File: src/rtl/bitcoin_pkg.sv
// bitcoin_pkg
// Shared definitions for the bitcoin hash engine and its downstream stages.
// Contents:
//   NUM_NONCES_DEFAULT : default number of nonces hashed per job
//   sel_state_t        : state encoding of the nonce result selector
//   idx_width()        : width of a counter able to index n nonces (at least 1)
package bitcoin_pkg;

    localparam int NUM_NONCES_DEFAULT = 16;

    typedef enum logic [1:0] {
        ST_IDLE,
        ST_READ,
        ST_WR0,
        ST_WR1
    } sel_state_t;

    // $clog2(1) is 0, which would make a zero-width index, so clamp to 1.
    function automatic int idx_width(input int n);
        return (n <= 1) ? 1 : $clog2(n);
    endfunction

endpackage

File: src/rtl/nonce_result_selector_min_tracker.sv
// nonce_result_selector_min_tracker
// Registered running minimum of a stream of 32-bit words plus the index of
// the word that produced it.
// Ports:
//   clk, reset_n : clock, asynchronous active-low reset
//   clear        : restart tracking (min = all ones, index = 0)
//   valid        : word/idx carry a candidate this cycle
//   word, idx    : candidate value and its nonce index
//   min_val      : smallest word seen since the last clear
//   min_idx      : index of min_val
module nonce_result_selector_min_tracker #(
    parameter int IDX_W = 4
) (
    input  logic             clk,
    input  logic             reset_n,
    input  logic             clear,
    input  logic             valid,
    input  logic [31:0]      word,
    input  logic [IDX_W-1:0] idx,
    output logic [31:0]      min_val,
    output logic [IDX_W-1:0] min_idx
);

    logic [31:0]      min_next;
    logic [IDX_W-1:0] idx_next;

    // Strict less-than keeps the earliest index when several words tie.
    always_comb begin
        min_next = min_val;
        idx_next = min_idx;
        if (clear) begin
            min_next = 32'hFFFF_FFFF;
            idx_next = '0;
        end else if (valid && (word < min_val)) begin
            min_next = word;
            idx_next = idx;
        end
    end

    always_ff @(posedge clk or negedge reset_n) begin
        if (!reset_n) begin
            min_val <= 32'hFFFF_FFFF;
            min_idx <= '0;
        end else begin
            min_val <= min_next;
            min_idx <= idx_next;
        end
    end

endmodule

File: src/rtl/nonce_result_selector.sv
// nonce_result_selector
// Reads NUM_NONCES hash words back from memory starting at hash_addr, finds
// the smallest one, compares it against a difficulty target and writes a
// two-word result record at result_addr:
//   word 0 : {found, 31-bit index of the minimum}
//   word 1 : the minimum hash word
// Ports:
//   clk, reset_n      : clock, asynchronous active-low reset
//   start             : begin a scan (only honoured while idle)
//   hash_addr         : address of hash word 0 (captured at start)
//   result_addr       : address of result word 0 (captured at start)
//   target            : unsigned difficulty target (captured at start)
//   done              : idle and not starting a new scan
//   found             : last scan's minimum < target
//   best_nonce        : index of last scan's minimum, zero-extended
//   best_hash         : value of last scan's minimum
//   mem_clk           : memory clock, same as clk
//   mem_we, mem_addr, mem_write_data, mem_read_data : single-port
//                       synchronous memory with one cycle of read latency
module nonce_result_selector
    import bitcoin_pkg::*;
#(
    parameter int NUM_NONCES = NUM_NONCES_DEFAULT,
    parameter int IDX_W      = idx_width(NUM_NONCES)
) (
    input  logic        clk,
    input  logic        reset_n,
    input  logic        start,
    input  logic [15:0] hash_addr,
    input  logic [15:0] result_addr,
    input  logic [31:0] target,
    output logic        done,
    output logic        found,
    output logic [7:0]  best_nonce,
    output logic [31:0] best_hash,
    output logic        mem_clk,
    output logic        mem_we,
    output logic [15:0] mem_addr,
    output logic [31:0] mem_write_data,
    input  logic [31:0] mem_read_data
);

    // One extra bit so the counter can hold NUM_NONCES itself.
    localparam int CNT_W = IDX_W + 1;
    localparam logic [CNT_W-1:0] LAST_CNT  = CNT_W'(NUM_NONCES);
    localparam logic [CNT_W-1:0] INC_LIMIT = CNT_W'(NUM_NONCES - 1);

    sel_state_t       state;
    sel_state_t       state_next;
    logic [CNT_W-1:0] cnt;
    logic [15:0]      result_addr_q;
    logic [31:0]      target_q;

    logic             cmp_valid;
    logic [IDX_W-1:0] cmp_idx;
    logic             min_clear;
    logic             found_next;
    logic [31:0]      min_val;
    logic [IDX_W-1:0] min_idx;

    assign mem_clk = clk;

    // cnt counts READ edges since the start edge. The read data lags the
    // address by two edges, so the word seen when cnt==k is word k-1, and
    // the last word arrives when cnt==NUM_NONCES.
    always_comb begin
        cmp_valid  = (state == ST_READ) && (cnt != '0);
        cmp_idx    = IDX_W'(cnt - CNT_W'(1));
        min_clear  = (state == ST_IDLE) && start;
        found_next = (min_val < target_q);
    end

    nonce_result_selector_min_tracker #(
        .IDX_W (IDX_W)
    ) u_min_tracker (
        .clk     (clk),
        .reset_n (reset_n),
        .clear   (min_clear),
        .valid   (cmp_valid),
        .word    (mem_read_data),
        .idx     (cmp_idx),
        .min_val (min_val),
        .min_idx (min_idx)
    );

    // State register.
    always_ff @(posedge clk or negedge reset_n) begin
        if (!reset_n) begin
            state <= ST_IDLE;
        end else begin
            state <= state_next;
        end
    end

    // Next-state logic.
    always_comb begin
        state_next = state;
        case (state)
            ST_IDLE: if (start) state_next = ST_READ;
            ST_READ: if (cnt == LAST_CNT) state_next = ST_WR0;
            ST_WR0:  state_next = ST_WR1;
            ST_WR1:  state_next = ST_IDLE;
            default: state_next = ST_IDLE;
        endcase
    end

    // Registered outputs and datapath. The IDLE edge always clears mem_we,
    // which ends the second result write; if start is still high the next
    // scan is launched on that same edge and done stays low.
    always_ff @(posedge clk or negedge reset_n) begin
        if (!reset_n) begin
            done           <= 1'b1;
            found          <= 1'b0;
            best_nonce     <= '0;
            best_hash      <= 32'hFFFF_FFFF;
            mem_we         <= 1'b0;
            mem_addr       <= '0;
            mem_write_data <= '0;
            cnt            <= '0;
            result_addr_q  <= '0;
            target_q       <= '0;
        end else begin
            case (state)
                ST_IDLE: begin
                    mem_we <= 1'b0;
                    if (start) begin
                        done          <= 1'b0;
                        mem_addr      <= hash_addr;
                        result_addr_q <= result_addr;
                        target_q      <= target;
                        cnt           <= '0;
                    end else begin
                        done <= 1'b1;
                    end
                end
                ST_READ: begin
                    cnt <= cnt + CNT_W'(1);
                    if (cnt < INC_LIMIT) begin
                        mem_addr <= mem_addr + 16'd1;
                    end
                end
                ST_WR0: begin
                    mem_we         <= 1'b1;
                    mem_addr       <= result_addr_q;
                    mem_write_data <= {found_next, 31'(min_idx)};
                end
                ST_WR1: begin
                    mem_addr       <= result_addr_q + 16'd1;
                    mem_write_data <= min_val;
                    found          <= found_next;
                    best_nonce     <= 8'(min_idx);
                    best_hash      <= min_val;
                end
                default: begin
                    mem_we <= 1'b0;
                end
            endcase
        end
    end

endmodule

File: config.mk
export PLATFORM = sky130hd
export DESIGN_NAME = nonce_result_selector
export DESIGN_NICKNAME = d
export VERILOG_FILES = /design/src/rtl/bitcoin_pkg.sv /design/src/rtl/nonce_result_selector_min_tracker.sv /design/src/rtl/nonce_result_selector.sv
export SDC_FILE = /design/constraint.sdc
export NUM_CORES = 1
export LEC_CHECK = 0
export ABC_AREA = 0
export CELL_PAD_IN_SITES_DETAIL_PLACEMENT = 1
export CELL_PAD_IN_SITES_GLOBAL_PLACEMENT = 2
export CORE_ASPECT_RATIO = 1.25
export CORE_UTILIZATION = 32
export DETAILED_ROUTE_END_ITERATION = 7
export PLACE_DENSITY_LB_ADDON = 0.1
export SETUP_SLACK_MARGIN = 0.1
export SYNTH_ARGS = -nofsm -noshare
export SYNTH_HDL_FRONTEND = slang
export SYNTH_SLANG_ARGS = --single-unit
File: constraint.sdc
create_clock -name clk -period 3.8 [get_ports clk]
set_input_delay 0.76 -clock clk [delete_from_list [all_inputs] [get_ports clk]]
set_output_delay 0.76 -clock clk [all_outputs]
set_load 0.05 [all_outputs]
* Word level (Yosys, flattened, before mapping)
Index checks and enable logic that the tools add are counted.
Word-level totals: register bits 178, input bits 99, output and inout port bits 92, logic and storage cells 55
Cells by class: add/subtract/negate cells 4, order comparisons 3, eq/ne operators 7, mux-type cells 15, reductions and logical operators 13
Operator list (count):
- < comparator 32 bit | 2
- 2-to-1 mux 32 bit | 2
- case mux 16 bit (4 select lines) | 1
- case mux 32 bit (2 select lines) | 1
- adder 16 x 1 -> 16 bit, second input constant | 2
- 2-to-1 mux 16 bit | 2
- case mux 5 bit (2 select lines) | 1
- 2-to-1 mux 4 bit | 2
- case mux 2 bit (4 select lines) | 1
- AND reduction 2 bit | 4
- nonzero test 2 bit | 4
- adder 5 x 1 -> 5 bit, second input constant | 1
- equality test 5 bit, second input constant | 1
- < comparator 5 x 4 -> 1 bit, second input constant | 1
- 2-to-1 mux 5 bit | 1
- nonzero test 5 bit | 1
- equality test 2 bit, second input constant | 2
- 2-to-1 mux 2 bit | 2
- inequality test 2 x 1 -> 1 bit, second input constant | 2
- subtractor 4 x 1 -> 4 bit, second input constant | 1
- logical AND 1 bit | 3
- equality test 2 x 1 -> 1 bit, second input constant | 1
- zero test 2 bit | 1
- inequality test 2 bit, second input constant | 1
- 2 further kinds | 2

* Longest topological paths before layout
depth in word-level cells 5, gate-level depth with buffers 14, depth with buffers taken out 8

* Modules after synthesis
Synthesis repeated with hierarchy kept, for this count alone.
Unflattened totals: cells, all modules 944, area, all modules 9810.7 µm²
By module, submodules not included:
- nonce_result_selector | times used 1, cells each 678, area an instance 7249.5 µm², seq. area each 3594.7 µm²
- nonce_result_selector_min_tracker | times used 1, cells each 266, area an instance 2561.2 µm², seq. area each 940.9 µm²

==> impl_summary.md <==
Place
At the end of routability-driven placement, the weighted congestion stood at 0.8043. The number of port buffers is 186. The wire-length estimate of the detail-placed layout is 21,620 um. Summing all placed instances gives a cell area of 0.01186 mm2.

Critical path
The endpoint type of the worst setup path is a primary output. Data arrives at the worst endpoint at approximately 2.8 ns. The critical path data required time is between 3 and 4 ns. In this run the critical register-to-register path is launched from state[0]$_DFFE_PN0P_. The worst setup path is of the clock port to primary output kind. The endpoint of the worst-slack reg-to-reg timing path is mem_addr[9]$_DFFE_PN0P_. The maximum fanout count along the critical path is 2.

Measured in cells, the most critical reg-to-reg path has a length of 9. The worst setup slack for register-to-register paths is approximately 0.95 ns. The category of the worst setup path launch point is a clock port.

Yosys
Summed over all instances, the cell type with the most area after synthesis is sky130_fd_sc_hd__dfrtp_1. The cell count after synthesis is around 1k. Of the total synthesized cell area, the portion taken by full adders, half adders and majority gates is 0.09334. The area of the mapped netlist is ~0.0095 mm2. The number of different library cells used by synthesis comes to a little under 60. The number of enable flip-flop cells after synthesis is 0. The total number of yosys warnings is 0. The area share of and/or/nand/nor cells after synthesis is 0.1562. After synthesis, the largest family of logic cells by area is simple AND/OR/NAND/NOR gates.

The count of state elements after synthesis is roughly 180. By area the synthesized netlist is led by sky130_fd_sc_hd__dfrtp_1 30%, sky130_fd_sc_hd__dfstp_2 18%, sky130_fd_sc_hd__ha_1 9.3%. The most used flip-flop cell after synthesis is sky130_fd_sc_hd__dfrtp_1. The fraction of the mapped netlist area in compound gates is 0.1445.

A synthesized cell averages 9.489 um2. Of the total synthesized cell area, the portion taken by XOR and XNOR cells is 0.01196. The async set-or-reset flop fraction in the synthesized netlist is 1.000.

For this run, the register share of the synthesized area comes to 0.4765. The share of synthesized area in the top cell type comes to 0.2971. After synthesis, the share of cell area in mux cells is 0.05889.

Route
The number of search-and-repair iterations in the first detailed-routing pass is 5. The highest metal layer with signal wires is met4. In the routed layout, each cell is associated on average with a via count of 5.028.

The met3 layer wire length in the routed design is between 1000 and 1500 um. The total met2 wirelength after detailed routing is around 15,000 um. The via count is 7,985. The detailed router finished its first iteration with ~270 violations. In this run the remaining antenna-violating nets after routing total 0. The average wire per standard cell is between 15 and 20 um. The met1 layer wirelength in the final routing is between 10,000 and 15,000 um. The number of design rule violations left after detail routing is 0. Summed over all layers, the routed wires come to between 30,000 and 40,000 um.

GRT
The wire length of the first global-routing pass is ~48,000 um. In the global route stage, overall resource usage came out at 0.2078. Entering global routing, the biggest net connects slightly below 80 pins. The leftover overflow at the end of global routing is 0. The via count of the first global-routing pass is approximately 8.6k. The number of antenna violations at the first check in global routing was 0.

Floorplanning
The y dimension of the die is approximately 200 um. The die is roughly 160 um wide. For this design the top-level I/O count stands at ~190.

The row count is 70. The total area inside the core boundary comes to 0.02925 mm2. The starting utilization of the core area is 0.3254.

The floorplan step defined a die boundary enclosing ~0.03 mm2.

Clock tree
The post-CTS setup repair buffer count is 0. The number of gates resized after CTS was 0. The clock insertion delay at the later pin of the skew report is around 0.55 ns. The clock slew at the register clock pins of the worst setup and hold paths is roughly 0.07 ns.

TritonCTS built the clock tree. The quantity of hold-fixing buffers added after cts is 0.

STA
The measured slew at the worst slew-check pin is between 0.9 and 1 ns. The worst hold-check slack is about 0.26 ns. The final hold violation count is 0. The worst slew margin relative to its limit is 0.3538.

Between clock sinks in the finished design, the worst skew comes to just over 0.01 ns. The max-slew violation count is 0. Setup repair after global routing left no endpoint under its margin. The setup TNS after final layout is 0 ns. The setup-violating endpoint count in the final report is 0.

Pwr
The switching fraction of total power is 0.4609. The net switching power is between 5 and 6 mW. Across the VDD grid, the largest voltage drop is 0.3670 mV. The share of total power dissipated in sequential elements is 0.312. The power share of the combinational group is 0.524. In this run the power density over the cells is 960.8 mW/mm2. The analysis attributes to cell leakage a power of about 5.4 nW. Of the total power, the clock network draws 0.165. The internal power consumption is roughly 6.5 mW.

Final layout
Of the cells placed in the final design, the portion with a size suffix greater than 1 is 0.1443. In the layout the commonest cells are 185 x sky130_fd_sc_hd__clkdlybuf4s50_1, 165 x sky130_fd_sc_hd__nand2_1, 130 x sky130_fd_sc_hd__o21ai_0. The most common cell after layout, fill and taps aside is sky130_fd_sc_hd__clkdlybuf4s50_1. The area growth from synthesis to layout is 31.34%.

0 antenna diodes ended up in the layout. The post-route cell area is 0.01250 mm2. The number of nets in the layout is around 1.3k.

Worst hold path
The type of the most critical hold path is input pin to async pin.

Status
The run finished with clean final reports.

Job
Across the run, the number of max-cap violations was 0.
[worst max path at each step]
| stage | startpoint | end | slack [ns] | cells after the start |
|---|---|---|---|---|
| floorplan | state[0]$_DFFE_PN0P_ | mem_addr[4]$_DFFE_PN0P_ | 0.51 | 14 |
| global placement | clk | mem_clk | 0.47 | 1 |
| detailed placement | clk | mem_clk | 0.47 | 1 |
| CTS | clk | mem_clk | 0.20 | 3 |
| global route | clk | mem_clk | 0.19 | 3 |
| finish | clk | mem_clk | 0.21 | 3 |
[layout make-up]
class / instances / area [um2]
inverters: 78 / 292.8
clock inverters: 10 / 110.1
well taps: 396 / 495.5
multi-input cells: 691 / 4469
fillers: 3355 / 16750
flip-flops and latches: 178 / 4536
repair buffers: 209 / 2058
clock buffers: 26 / 539.3
[routing by layer]
metal  GRT usage  vias up
met5           0        -
met4     0.05483        0
met3     0.04214       26
met2      0.3647      148
met1      0.2563     3982
li1            -     3829
[synth_stat cells (7+ instances only)]
master and n:
sky130_fd_sc_hd__dfrtp_1 113, sky130_fd_sc_hd__dfstp_2 65, sky130_fd_sc_hd__a21oi_1 36, sky130_fd_sc_hd__o21ai_0 130, sky130_fd_sc_hd__buf_2 11, sky130_fd_sc_hd__nor3_1 8, sky130_fd_sc_hd__inv_1 78, sky130_fd_sc_hd__clkbuf_1 40
sky130_fd_sc_hd__mux2i_1 11, sky130_fd_sc_hd__ha_1 71, sky130_fd_sc_hd__nand3_1 86, sky130_fd_sc_hd__a221oi_1 8, sky130_fd_sc_hd__o31ai_1 9, sky130_fd_sc_hd__nand4_1 9, sky130_fd_sc_hd__nor2_1 16, sky130_fd_sc_hd__nor2b_1 12
sky130_fd_sc_hd__xor2_1 7, sky130_fd_sc_hd__nand2_1 166, sky130_fd_sc_hd__mux2_2 40
[worst max-delay path: stages]
cell and delay, ns:
sky130_fd_sc_hd__clkbuf_16 0.12, sky130_fd_sc_hd__clkbuf_16 0.13, sky130_fd_sc_hd__clkdlybuf4s50_1 0.69
[sequential cells by signal, indices dropped and copies added, names as in the netlist]
name and cells:
best_hash 32, mem_write_data 32, target_q 32, u_min_tracker.min_val 32, mem_addr 16, result_addr_q 16
cnt 5, best_nonce 4, u_min_tracker.min_idx 4, state 2, done 1, found 1
mem_we 1
[stage by stage]
stage | cells | setup WS, ns | power (mW) | utilization
floorplan | 1006 | 0.5130 | 7.933 | -
global placement | 1553 | 0.4679 | 10.09 | 0.4055
detailed placement | 1553 | 0.4679 | 10.22 | 0.4055
CTS | 1588 | 0.2046 | 12.23 | 0.4273
global route | 1588 | 0.1931 | 12.93 | 0.4273
finish | 1588 | 0.2075 | 12.01 | 0.4273
[power groups by stage]
stage          Combinational, mW  Clock (mW)  Sequential [mW]
3_3_place_gp                6.25      0.0607             3.78
3_5_place_dp                6.37      0.0607             3.79
6_report                    6.29        1.98             3.74
2_1_floorplan               2.92      0.0567             4.96
5_1_grt                     6.95        2.12             3.87
4_1_cts                     6.40        2.05             3.78
[cells by family (layout without fill, tap and decap cells)]
family / after synthesis / count (layout)
AOI/OAI and AO/OA: 230 / 230
buffers and inverters: 137 / 323
muxes: 51 / 51
and+or+nand+nor: 322 / 322
other: 1 / 4
xor gates and xnor gates: 13 / 13
adders and majority gates: 71 / 71
DFF: 178 / 178
(Power assumes the default switching activity.)
